`src/rtl/quick_spi_txn_queue.sv`:
```
// Command FIFO and sequencer for the QuickSPI engine: one transaction in flight, in-order responses.
// Optional QUICK_SPI_TXN_TIMEOUT_EN adds a WAIT_DONE watchdog with an rsp_error flag.
module quick_spi_txn_queue #(
  parameter int unsigned NUMBER_OF_SLAVES = 2,
  parameter int unsigned DATA_WIDTH       = 16,
  parameter int unsigned DEPTH            = 8
`ifdef QUICK_SPI_TXN_TIMEOUT_EN
  ,
  parameter int unsigned TIMEOUT_CYCLES   = 1024
`endif
) (
  input  logic                          clk,
  input  logic                          reset_n,
  input  logic                          cmd_valid,
  output logic                          cmd_ready,
  input  logic [NUMBER_OF_SLAVES-1:0]   cmd_slave,
  input  logic [DATA_WIDTH-1:0]         cmd_data,
  output logic                          spi_start,
  output logic [NUMBER_OF_SLAVES-1:0]   spi_slave,
  output logic [DATA_WIDTH-1:0]         spi_tx_data,
  input  logic                          spi_done,
  input  logic [DATA_WIDTH-1:0]         spi_rx_data,
  output logic                          rsp_valid,
  input  logic                          rsp_ready,
  output logic [NUMBER_OF_SLAVES-1:0]   rsp_slave,
  output logic [DATA_WIDTH-1:0]         rsp_data,
`ifdef QUICK_SPI_TXN_TIMEOUT_EN
  output logic                          rsp_error,
`endif
  output logic [$clog2(DEPTH):0]        level
);

  localparam int unsigned PtrW = $clog2(DEPTH);
  localparam int unsigned LvlW = PtrW + 1;

  typedef enum logic [1:0] {StIdle, StIssue, StWaitDone, StRespond} state_e;

  state_e r_state, w_state_d;

  logic [NUMBER_OF_SLAVES-1:0] r_mem_slave [DEPTH];
  logic [DATA_WIDTH-1:0]       r_mem_data  [DEPTH];
  logic [PtrW-1:0]             r_wr_ptr, r_rd_ptr;
  logic [LvlW-1:0]             r_level, w_level_d;
  logic                        r_cmd_ready;
  logic                        r_spi_start;
  logic [NUMBER_OF_SLAVES-1:0] r_spi_slave, r_rsp_slave;
  logic [DATA_WIDTH-1:0]       r_spi_tx_data, r_rsp_data;
  logic                        r_rsp_valid;

  logic w_push, w_pop, w_capture, w_timeout, w_rsp_clear;

`ifdef QUICK_SPI_TXN_TIMEOUT_EN
  localparam logic [15:0] TimeoutLast = 16'(TIMEOUT_CYCLES - 1);
  logic [15:0] r_timer;
  logic        r_rsp_error;
`endif

  assign w_push = cmd_valid && r_cmd_ready;

  always_comb begin
    w_state_d   = r_state;
    w_pop       = 1'b0;
    w_capture   = 1'b0;
    w_timeout   = 1'b0;
    w_rsp_clear = 1'b0;
    case (r_state)
      StIdle: begin
        if (r_level != '0) begin
          w_pop     = 1'b1;
          w_state_d = StIssue;
        end
      end
      StIssue: w_state_d = StWaitDone;
      StWaitDone: begin
        // A done arriving on the timeout cycle takes priority over the timeout.
        if (spi_done) begin
          w_capture = 1'b1;
          w_state_d = StRespond;
        end
`ifdef QUICK_SPI_TXN_TIMEOUT_EN
        else if (r_timer == TimeoutLast) begin
          w_timeout = 1'b1;
          w_state_d = StRespond;
        end
`endif
      end
      StRespond: begin
        if (rsp_ready) begin
          w_rsp_clear = 1'b1;
          w_state_d   = StIdle;
        end
      end
      default: w_state_d = StIdle;
    endcase
  end

  always_comb begin
    w_level_d = r_level;
    if (w_push && !w_pop) begin
      w_level_d = r_level + LvlW'(1);
    end else if (!w_push && w_pop) begin
      w_level_d = r_level - LvlW'(1);
    end
  end

  // Storage needs no reset; occupancy is tracked by the pointers and level.
  always_ff @(posedge clk) begin
    if (w_push) begin
      r_mem_slave[r_wr_ptr] <= cmd_slave;
      r_mem_data[r_wr_ptr]  <= cmd_data;
    end
  end

  always_ff @(posedge clk) begin
    if (!reset_n) begin
      r_state       <= StIdle;
      r_wr_ptr      <= '0;
      r_rd_ptr      <= '0;
      r_level       <= '0;
      r_cmd_ready   <= 1'b1;
      r_spi_start   <= 1'b0;
      r_spi_slave   <= '0;
      r_spi_tx_data <= '0;
      r_rsp_valid   <= 1'b0;
      r_rsp_slave   <= '0;
      r_rsp_data    <= '0;
    end else begin
      r_state     <= w_state_d;
      r_level     <= w_level_d;
      r_cmd_ready <= (w_level_d != LvlW'(DEPTH));
      r_spi_start <= (r_state == StIssue);
      if (w_push) begin
        r_wr_ptr <= r_wr_ptr + PtrW'(1);
      end
      if (w_pop) begin
        r_rd_ptr      <= r_rd_ptr + PtrW'(1);
        r_spi_slave   <= r_mem_slave[r_rd_ptr];
        r_spi_tx_data <= r_mem_data[r_rd_ptr];
      end
      if (w_capture) begin
        r_rsp_valid <= 1'b1;
        r_rsp_slave <= r_spi_slave;
        r_rsp_data  <= spi_rx_data;
      end else if (w_timeout) begin
        r_rsp_valid <= 1'b1;
        r_rsp_slave <= r_spi_slave;
        r_rsp_data  <= '0;
      end else if (w_rsp_clear) begin
        r_rsp_valid <= 1'b0;
      end
    end
  end

`ifdef QUICK_SPI_TXN_TIMEOUT_EN
  always_ff @(posedge clk) begin
    if (!reset_n) begin
      r_timer     <= '0;
      r_rsp_error <= 1'b0;
    end else begin
      r_timer <= (r_state == StWaitDone) ? r_timer + 16'd1 : 16'd0;
      if (w_capture || w_rsp_clear) begin
        r_rsp_error <= 1'b0;
      end else if (w_timeout) begin
        r_rsp_error <= 1'b1;
      end
    end
  end

  assign rsp_error = r_rsp_error;
`endif

  assign cmd_ready   = r_cmd_ready;
  assign spi_start   = r_spi_start;
  assign spi_slave   = r_spi_slave;
  assign spi_tx_data = r_spi_tx_data;
  assign rsp_valid   = r_rsp_valid;
  assign rsp_slave   = r_rsp_slave;
  assign rsp_data    = r_rsp_data;
  assign level       = r_level;

endmodule

```
`config.mk`:
```
export PLATFORM = sky130hd
export DESIGN_NAME = quick_spi_txn_queue
export DESIGN_NICKNAME = d
export VERILOG_FILES = /design/src/rtl/quick_spi_txn_queue.sv
export SDC_FILE = /design/constraint.sdc
export NUM_CORES = 1
export LEC_CHECK = 0
export ABC_AREA = 1
export CAP_MARGIN = 40
export CORE_UTILIZATION = 41
export CTS_CLUSTER_DIAMETER = 100
export DETAILED_ROUTE_END_ITERATION = 7
export MAX_ROUTING_LAYER = met4
export PLACE_DENSITY = 0.63
export SLEW_MARGIN = 20
export SYNTH_ARGS = -nofsm -noshare
export SYNTH_HDL_FRONTEND = slang
export SYNTH_SLANG_ARGS = --single-unit
```
`constraint.sdc`:
```
create_clock -name clk -period 2.82 [get_ports clk]
set_clock_uncertainty 0.05 [all_clocks]
set_input_delay 0.423 -clock clk [delete_from_list [all_inputs] [get_ports clk]]
set_output_delay 0.423 -clock clk [all_outputs]
set_load 0.005 [all_outputs]
```
==> metrics.cfg, run 1 <==
[placement]
port-buffer-count = 81
gp_congestion = 0.808
dp_slack_ns = 0.573
hpwlAfterDp_mm = 10.2

[timing]
fin_crit_sh = 0.710
fmaxAchievable_mhz = 500
tightestPinTransition_ns = 0.714
rsz0062_at_grt = false
hold_violations = 0
drv_slew = 0
final_critical_path_setup_slack_ns = 0.819
fin_crit_ns = 2.00
setup_viol = 0
relSlewSlack = 0.521
setup_tns_ns = 0

[drt]
vias = 5295
dr.pass1.iters = 4
route.detailed.drc = 0
drt-total-wl_mm = 16.8
dr.first_iter.drc_count = 349
antenna_left = 0
wl_per_cell_um = 16.5
vias_per_cell = 5.20

[power_and_ir_drop]
leakage_nw = 3.22
vdd_drop_max_mv = 0.614
powerDensity_nw_per_um2 = 887

[setup_path]
slowest_stage = clkdlybuf4s50_1
slowest_delay_ns = 0.58
worstSetupPathType = reg -> out
cp_num_buf_inv = 1
end_kind = output pin
startpoint_type = register
critPathMaxFanout = 8
arrival_ns = 1.53
critPathTopFamily = buffers and inverters
crit_chain = clkdlybuf4s50_1
crit_required_ns = 2.35

[logic_synthesis]
yosysSeqAreaShare = 0.687
synth_edf_count = 144
synth.distinct_cells = 30
synthArstFlopShare = 0
synth-main-ff-cell = edfxtp_1
syn_area_um2 = 7780
synth_top_family_by_area = simple AND/OR/NAND/NOR gates
yosysTopAreaCell = edfxtp_1
syn_avg_cell_area_um2 = 11.2
synth_fa_ha_area_frac = 0.0145
synthTopCellsByArea = edfxtp_1, dfxtp_1, nor2_1
yosys.area_share.simple = 0.149
synth_xor_area_frac = 0.00113
yosys_warnings = 0
synth_top_area_share = 0.556
synthCells = 694
synthMuxAreaShare = 0
synth_compound_area_frac = 0.103
ys_ff_latch = 195
mappedNetlistNets = 742

[global_route]
grt_pass1_wl_mm = 27.0
grt_max_degree = 75
grt_antenna_before_repair = 0
grt_usage = 0.186
overflow = 0
grt_pass1_vias = 5187

[run]
drv_cap = 0

[floorplanning]
fp.dieW_um = 140
dieArea_um2 = 19500
num_rows = 50
initial_core_util = 0.417
core_um2 = 18600
ioPinCount = 82
die_h_um = 140

[worst_hold_path]
hold_path_class = reg -> reg

[cts]
htree_levels = 4
cts-root-buf = clkbuf_16
numCtsBuffers = 17
worst_skew_pair.late_latency_ns = 0.43
cts_buffer_depth = 2
post_cts_buffers = 0
clk_pin_slew_worst_paths_ns = 0.07
cts_tree = built
postCtsHoldBufs = 0
numClockSinks = 195
cts_resized = 0

[layout]
fillCellCount = 1648
ff_latch_area_um2 = 5350
multi_input_area_um2 = 2080
antenna_cells = 0
nNetsFinal = 819
syn_to_final_growth_pct = 19.3
drive_gt1_frac = 0.0804

[run_status]
status = completed

==> cells in the mapped netlist (2+ instances only) <==
master	count
clkbuf_1	9
o21ai_0	65
edfxtp_1	144
buf_2	14
nand2_1	51
o21ai_1	30
inv_1	18
nand3_1	44
buf_4	5
clkinv_1	2
nand2_4	2
buf_6	9
nand4_1	2
dfxtp_1	51
a21oi_1	29
inv_2	3
o211ai_2	8
nor2_1	179
ha_1	9
o211ai_1	10
==> cells in the final DEF, fill, tap and decap left out, drive strengths merged <==
master / instances
a21oi: 29
o21ai: 95
clkinv: 6
o211ai: 18
nand3: 45
ha: 9
nand4: 2
clkinvlp: 3
nor2: 181
nand2: 54
clkbuf: 22
dfxtp: 51
edfxtp: 144
clkdlybuf4s50: 81
inv: 25
buf: 16
nor3: 1
o22ai: 1
xnor2: 1
==> logic make-up (layout without fill, tap and decap cells) <==
family	count (synthesis)	count (layout)
adder cells (fa/ha/maj)	9	9
buffers and inverters	63	153
AND/OR/NAND/NOR	283	283
XOR/XNOR	1	1
flip-flops	195	195
AO/OA/AOI/OAI	143	143
==> state kept, by name, summed over array words and instances (netlist names) <==
signal / flops
level: 4
r_mem_data: 128
rsp_data: 16
r_rd_ptr: 3
r_state: 2
rsp_valid: 1
spi_slave: 2
r_wr_ptr: 3
spi_start: 1
spi_tx_data: 16
rsp_slave: 2
r_mem_slave: 16
cmd_ready: 1
==> path summary, 6_finish.rpt <==
| kind | from | to | slack (ns) | cells past startpoint |
|---|---|---|---|---|
| max | level[2] | level[2] | 0.82 | 1 |
| min | spi_tx_data[5] | spi_tx_data[5] | 0.42 | 2 |
| max reg2reg | level[0] | r_rd_ptr[2] | 0.83 | 8 |
| min reg2reg | spi_tx_data[5] | spi_tx_data[5] | 0.42 | 2 |
==> power breakdown <==
group	internal [mW]	switching [mW]	leakage, nW	total (mW)
logic	0.948	1.41	1.24	2.36
registers	3.46	0.213	1.73	3.67
clock network	1.18	1.02	0.257	2.20
==> final cells by class <==
class,count,share of cell area
sequential,195,0.576
multi-input combinational,436,0.224
inverter,24,0.00997
timing repair buffer,97,0.100
clock buffer,22,0.0500
clock inverter,10,0.00835
tap,234,0.0315
==> metal layers <==
layer / up-vias / part of all wire / track usage
met5: - / 0 / -
met4: 0 / 0.014 / 0.0590
met3: 22 / 0.056 / 0.0437
met2: 172 / 0.49 / 0.303
met1: 2537 / 0.44 / 0.229
li1: 2564 / - / -
==> metrics by stage <==
| step | cells | power (mW) | utilization | instance area (um^2) | hold slack [ns] |
|---|---|---|---|---|---|
| after floorplan | 694 | 5.30 | - | 7780 | 0.404 |
| after global placement | 986 | 6.03 | 0.469 | 8740 | 0.399 |
| after detailed placement | 986 | 6.11 | 0.469 | 8740 | 0.410 |
| after CTS | 1018 | 8.32 | 0.498 | 9290 | 0.423 |
| after global routing | 1018 | 8.74 | 0.498 | 9290 | 0.436 |
| final | 1018 | 8.23 | 0.498 | 9290 | 0.422 |
Note: power is estimated with default switching activity, not from simulation.
==> run 2: changes to the inputs <==
--- a/config.mk
+++ b/config.mk
@@ -11,7 +11,7 @@
 export CTS_CLUSTER_DIAMETER = 100
 export DETAILED_ROUTE_END_ITERATION = 7
 export MAX_ROUTING_LAYER = met4
-export PLACE_DENSITY = 0.63
+export PLACE_DENSITY = 0.65
 export SLEW_MARGIN = 20
 export SYNTH_ARGS = -nofsm -noshare
 export SYNTH_HDL_FRONTEND = slang
==> constraint.sdc (replaced) <==
create_clock -name clk -period 1.7 [get_ports clk]
set_clock_uncertainty 0.05 [all_clocks]
set_input_delay 0.255 -clock clk [delete_from_list [all_inputs] [get_ports clk]]
set_output_delay 0.255 -clock clk [all_outputs]
set_load 0.005 [all_outputs]
==> run 2 against run 1 <==
  * Utilization grew 1.9 points
  * Clock power grew 80%
  * Power grew 75%
  * Critical endpoint is now level[3]
  * Largest power group unchanged
==> metrics.cfg, run 2 (synthesis results as in run 1) <==
[run_status]
status = completed

[floorplanning]
dieArea_um2 = 19500  ; unchanged
die_h_um = 140  ; unchanged
core_um2 = 18600  ; unchanged
fp.dieW_um = 140  ; unchanged
ioPinCount = 82  ; unchanged
initial_core_util = 0.417  ; unchanged
num_rows = 50  ; unchanged

[cts]
cts-root-buf = clkbuf_16
htree_levels = 4  ; unchanged
cts_tree = built
post_cts_buffers = 0  ; unchanged
numCtsBuffers = 17  ; unchanged
worst_skew_pair.late_latency_ns = 0.45  ; +0.02 ns
numClockSinks = 195  ; unchanged
cts_buffer_depth = 2  ; unchanged
postCtsHoldBufs = 0  ; unchanged
clk_pin_slew_worst_paths_ns = 0.07  ; about the same

[drt]
route.detailed.drc = 0  ; unchanged
dr.pass1.iters = 5  ; +1
vias = 5249  ; -0.87%
drt-total-wl_mm = 16.5  ; -1.9%
antenna_left = 0  ; unchanged
dr.first_iter.drc_count = 495  ; +42%
wl_per_cell_um = 16.0  ; -3.5%
vias_per_cell = 5.07  ; -2.5%

[setup_path]
ff2ff_path_depth = 10  ; +2
worstSetupPathType = reg -> out
cp_num_buf_inv = 1  ; unchanged
slowest_delay_ns = 0.52  ; -0.06 ns
r2r_end = cmd_ready
critPathTopFamily = buffers and inverters
arrival_ns = 1.33  ; -0.20 ns
critPathMaxFanout = 5  ; -3
r2r_start = level[0]
end_kind = output pin
slowest_stage = clkdlybuf4s50_1
startpoint_type = register
r2r_slack_ns = 0.13  ; -0.70 ns
crit_required_ns = 1.39  ; -0.96 ns
crit_chain = clkdlybuf4s50_1
crit_path_start = level[3]

[layout]
nNetsFinal = 836  ; +2.1%
fillCellCount = 1671  ; +1.4%
layout_common_cells = nor2_1, edfxtp_1, clkdlybuf4s50_1
final_common_cell = nor2_1
post-route-cell-area_um2 = 9640  ; +3.8%
drive_gt1_frac = 0.122  ; +0.0420
largest_reg_flops = 128  ; unchanged
antenna_cells = 0  ; unchanged
final_util = 0.517  ; +0.0189
syn_to_final_growth_pct = 23.9
largest_register = r_mem_data

[timing]
hold_violations = 0  ; unchanged
rsz0062_at_grt = false
drv_slew = 0  ; unchanged
relSlewSlack = 0.718  ; +0.198
fmaxAchievable_mhz = 611
fin_crit_ns = 1.64
fin_crit_sh = 0.963
setup_viol = 0  ; unchanged
tightestPinTransition_ns = 0.421  ; -0.293 ns

[global_route]
grt_usage = 0.187  ; +0.000902
grt_pass1_wl_mm = 26.7  ; -0.97%
grt_pass1_vias = 5042  ; -2.8%
grt_max_degree = 42  ; -44%
grt_antenna_before_repair = 0  ; unchanged
overflow = 0  ; unchanged

[placement]
hpwlAfterDp_mm = 11.1  ; +9.6%
gp_congestion = 0.830  ; +2.6%
port-buffer-count = 81  ; unchanged
post_dp_cell_area_um2 = 9040  ; +3.4%

[power_and_ir_drop]
vdd_drop_max_mv = 0.806  ; +31%
total_power_mw = 14.4  ; +75%
powerDensity_nw_per_um2 = 1490  ; +68%
leakage_nw = 3.38  ; +4.9%

[run]
drv_cap = 0  ; unchanged

[worst_hold_path]
hold_path_depth = 3  ; +1
min-delay-start = spi_rx_data[12]
hold_path_class = in -> reg
min_to = rsp_data[12]

## run 2: cell count changes in the layout (fill, tap and decap cells not counted), sizes merged, moves of 2 or more
cell,change
inv,+5
dlygate4sd2,+2
buf,+17
clkdlybuf4s50,-2
clkbuf,-5
## run 2: how the worst max path moves through the flow
stage | endpoint | cells after the start | slack [ns]
after floorplan | r_mem_data[0][0] | 4 | -0.28
after global placement | r_mem_data[4][12] | 6 | -0.13
after detailed placement | r_mem_data[4][15] | 6 | -0.17
after CTS | level[3] | 1 | 0.04
after global routing | level[3] | 1 | 0.02
final | level[3] | 1 | 0.06
## run 2: area by class of cell
class | count | area [um^2] | area share
clock buffers | 17 | 425 | 0.0441
clock inverters | 15 | 163 | 0.0169
inverters | 24 | 92.6 | 0.00961
multi-input cells | 436 | 2110 | 0.219
flip-flops and latches | 195 | 5350 | 0.555
well taps | 234 | 293 | 0.0304
repair buffers | 114 | 1210 | 0.125
## run 2: per-layer routing
metal,up-vias,track usage,share of wire
met1,2482,0.248,0.47
met4,0,0.0746,0.019
met5,-,-,0
met3,23,0.0368,0.055
met2,148,0.282,0.46
li1,2596,-,-
## run 2: timing repair
action                     CTS  global route
gates resized for setup      6             2
setup endpoints to repair    4            10
pin swaps                    0             0
## run 2: stage by stage
| step | setup TNS [ns] | cells | hold slack, ns | worst slack (ns) |
|---|---|---|---|---|
| detailed placement | -15.16 | 1003 | 0.405 | -0.170 |
| finish | 0 | 1035 | 0.389 | 0.0627 |
| CTS | 0 | 1035 | 0.377 | 0.0362 |
| floorplan | -20.28 | 694 | 0.304 | -0.282 |
| global route | 0 | 1035 | 0.422 | 0.0206 |
| global placement | -11.83 | 1003 | 0.398 | -0.131 |
## run 2: power by group
group          leakage (nW)  switching [mW]  internal, mW
clock                 0.282            1.86          2.08
sequential             1.73           0.289          5.74
combinational          1.37            2.54          1.88
==> run 3: changes to the inputs <==
--- a/config.mk
+++ b/config.mk
@@ -8,7 +8,6 @@
 export ABC_AREA = 1
 export CAP_MARGIN = 40
 export CORE_UTILIZATION = 41
-export CTS_CLUSTER_DIAMETER = 100
 export DETAILED_ROUTE_END_ITERATION = 7
 export MAX_ROUTING_LAYER = met4
 export PLACE_DENSITY = 0.65
==> results of run 3 <==
Final layout, timing and power as in run 2 (identical DEF).
==> RTL change: new RTL, config.mk and constraints of run 2 <==
Set the parameter `DEPTH` to 4 (it was 8).
--- a/src/rtl/quick_spi_txn_queue.sv
+++ b/src/rtl/quick_spi_txn_queue.sv
@@ -3,7 +3,7 @@
 module quick_spi_txn_queue #(
   parameter int unsigned NUMBER_OF_SLAVES = 2,
   parameter int unsigned DATA_WIDTH       = 16,
-  parameter int unsigned DEPTH            = 8
+  parameter int unsigned DEPTH            = 4
 `ifdef QUICK_SPI_TXN_TIMEOUT_EN
   ,
   parameter int unsigned TIMEOUT_CYCLES   = 1024
Interface: changed (resized level); port bits go from 82 to 81. The function was not compared with the original's and may differ.
==> RTL change against run 2 <==
  * Synthesized cell count decreased by 36%
  * Design area decreased by 34%
  * Routed wire length decreased by 39%
  * Sequential cell count decreased by 75
  * Global-route usage increased by 0.20 points
  * Final cell count decreased by 34%
  * Synthesized area decreased by 39%
  * Largest cell class unchanged
  * Clock power decreased by 10%
  * Worst setup slack improved by 21 ps
  * Total power decreased by 28%
==> RTL change: results (changes against run 2) <==
INFO  metric run_status = completed
INFO  metric part_of_the_yosys_area_used_for_sequential_elements = 0.6603 (-0.02672)
INFO  metric placed_cells_incl_taps = 654 (-35%)
INFO  metric detailed_route_wirelength_on_metal2 = 4.970 mm (-35%)
INFO  metric met1_length = 4.333 mm (-44%)
INFO  metric dp_worst_setup_slack = -34.25 ps (+135.8 ps)
INFO  metric gr-usage-met1 = 0.2113 (-0.03687)
INFO  metric power.ir.vdd_worst = 921.6 µV (+14%)
INFO  metric critical_path_peak_fanout = 12 (+7)
INFO  metric post-dp-hpwl = 6.502 mm (-42%)
INFO  metric hold_path_cells = 3 (unchanged)
INFO  metric rrSetupSlack = 80 ps (-50 ps)
INFO  metric synth_top_cells_by_area = edfxtp_1 (46%), dfxtp_1 (20%), nor2_1 (8.2%)
INFO  metric global_route.usage.total = 0.1890 (+0.001950)
INFO  metric timing.critical_path.slowest_cell_delay = 350 ps (-170 ps)
INFO  metric groute.layer.met2.usage = 0.3104 (+0.02832)
INFO  metric synth_common_cells = nor2_1 (103), edfxtp_1 (72), dfxtp_1 (48), o21ai_1 (38), o21ai_0 (37)
INFO  metric synthesized_instance_count = 444 (-36%)
INFO  metric grt_pass1_wl = 16.12 mm (-40%)
INFO  metric path_clk_slew = 50 ps (-20 ps)
INFO  metric static-leakage-power = 2.441 nW (-28%)
INFO  metric synth-adder-area-share = 0.03175 (+0.01727)
INFO  metric post_synth_edffs = 72 (-50%)
INFO  metric yosys.cell_types.count = 26 (-13%)
INFO  metric flip_flop_count_of_the_largest_register_after_layout = 64 (-50%)
INFO  metric worstSkewPairLatency = 410 ps (-40 ps)
INFO  metric first_pass_iters = 4 (-1)
INFO  metric synth_xor_area_frac = 0 (-0.001126)
INFO  metric yosysWarnings = 0 (unchanged)
INFO  metric detailedRoute.firstIterationViolations = 178 (-64%)
INFO  metric number_of_global_route_vias_before_repair = 3,391 (-33%)
INFO  metric critical_path.slowest_cell = ha_1
INFO  metric drive_gt1_frac = 0.1136 (-0.008794)
INFO  metric post_layout_nonfiller_instances = 686 (-34%)
INFO  metric gp_congestion = 0.7436 (-10%)
INFO  metric synthesis.nets = 495 (-33%)
INFO  metric power_per_cell_area = 1639 mW/mm² (+9.7%)
INFO  metric grt_max_degree = 38 (-9.5%)
INFO  metric relSlewSlack = 0.7055 (-0.01288)
INFO  metric worst_ep_arrival_time = 1870 ps (+540 ps)
INFO  metric nets = 584 (-30%)
INFO  metric gr-usage-met3 = 0.06165 (+0.02483)
INFO  metric avgViaCountPerCell = 4.913 (-3.1%)
INFO  metric wirelength = 10.04 mm (-39%)
INFO  metric numPortBuffers = 80 (-1.2%)
INFO  metric cts.hold.buffers_added = 0 (unchanged)
INFO  metric hold-path-endpoint = rsp_data[8]
INFO  metric cp_top_family = simple AND/OR/NAND/NOR gates
INFO  metric worstHoldStart = spi_rx_data[8]
INFO  metric fillCellCount = 944 (-44%)
INFO  metric detailroute.wirelength.met3 = 618 µm (-31%)
INFO  metric regToRegStartpoint = r_state[1]
-- RTL change: cell types whose count changed after synthesis, sizes merged, moves of 2 or more --
cell	delta
dfxtp	-3
o211ai	-18
nor2	-70
edfxtp	-72
ha	+3
clkinv	-2
buf	-13
inv	+19
o22ai	+17
o21ai	-19
clkbuf	-5
nand2	-31
a21oi	-19
nand3	-38
-- RTL change: area by class of cell --
| cell class | count | share of cell area |
|---|---|---|
| sequential | 120 | 0.4945 |
| timing repair buffer | 91 | 0.1478 |
| inverter | 41 | 0.02714 |
| multi-input combinational | 262 | 0.2096 |
| clock buffer | 22 | 0.07349 |
| tap | 140 | 0.02773 |
| clock inverter | 10 | 0.01981 |
-- RTL change: power by group --
| part | switching [W] | leakage, nW | internal (W) | total, W |
|---|---|---|---|---|
| Combinational | 0.00178 | 1.10 | 0.00126 | 0.00304 |
| Sequential | 0.000227 | 1.05 | 0.00354 | 0.00377 |
| Clock | 0.00118 | 0.289 | 0.00236 | 0.00354 |
| Total | 0.00318 | 2.44 | 0.00716 | 0.0103 |
-- RTL change: worst max path at each step --
| stage | slack, ps | cells after the start | end | start |
|---|---|---|---|---|
| floorplan | 180 | 4 | r_mem_data[2][0] | r_wr_ptr[0] |
| global placement | 6 | 4 | r_mem_data[0][4] | cmd_valid |
| detailed placement | -30 | 8 | cmd_ready | cmd_valid |
| CTS | 50 | 8 | r_rd_ptr[1] | level[0] |
| global route | 0.7 | 10 | cmd_ready | level[0] |
| finish | 80 | 9 | cmd_ready | r_state[1] |
-- RTL change: tightest hold or removal path: stages --
cell             delay, ps
clkdlybuf4s50_1        400
o21ai_1                130
nor2_1                  40
-- RTL change: what timing repair did --
item                                    in CTS  in global routing
gates resized for setup                      1                  4
setup buffers                                0                  0
endpoints found under the setup margin       1                  3
hold endpoints to repair                     0                  0
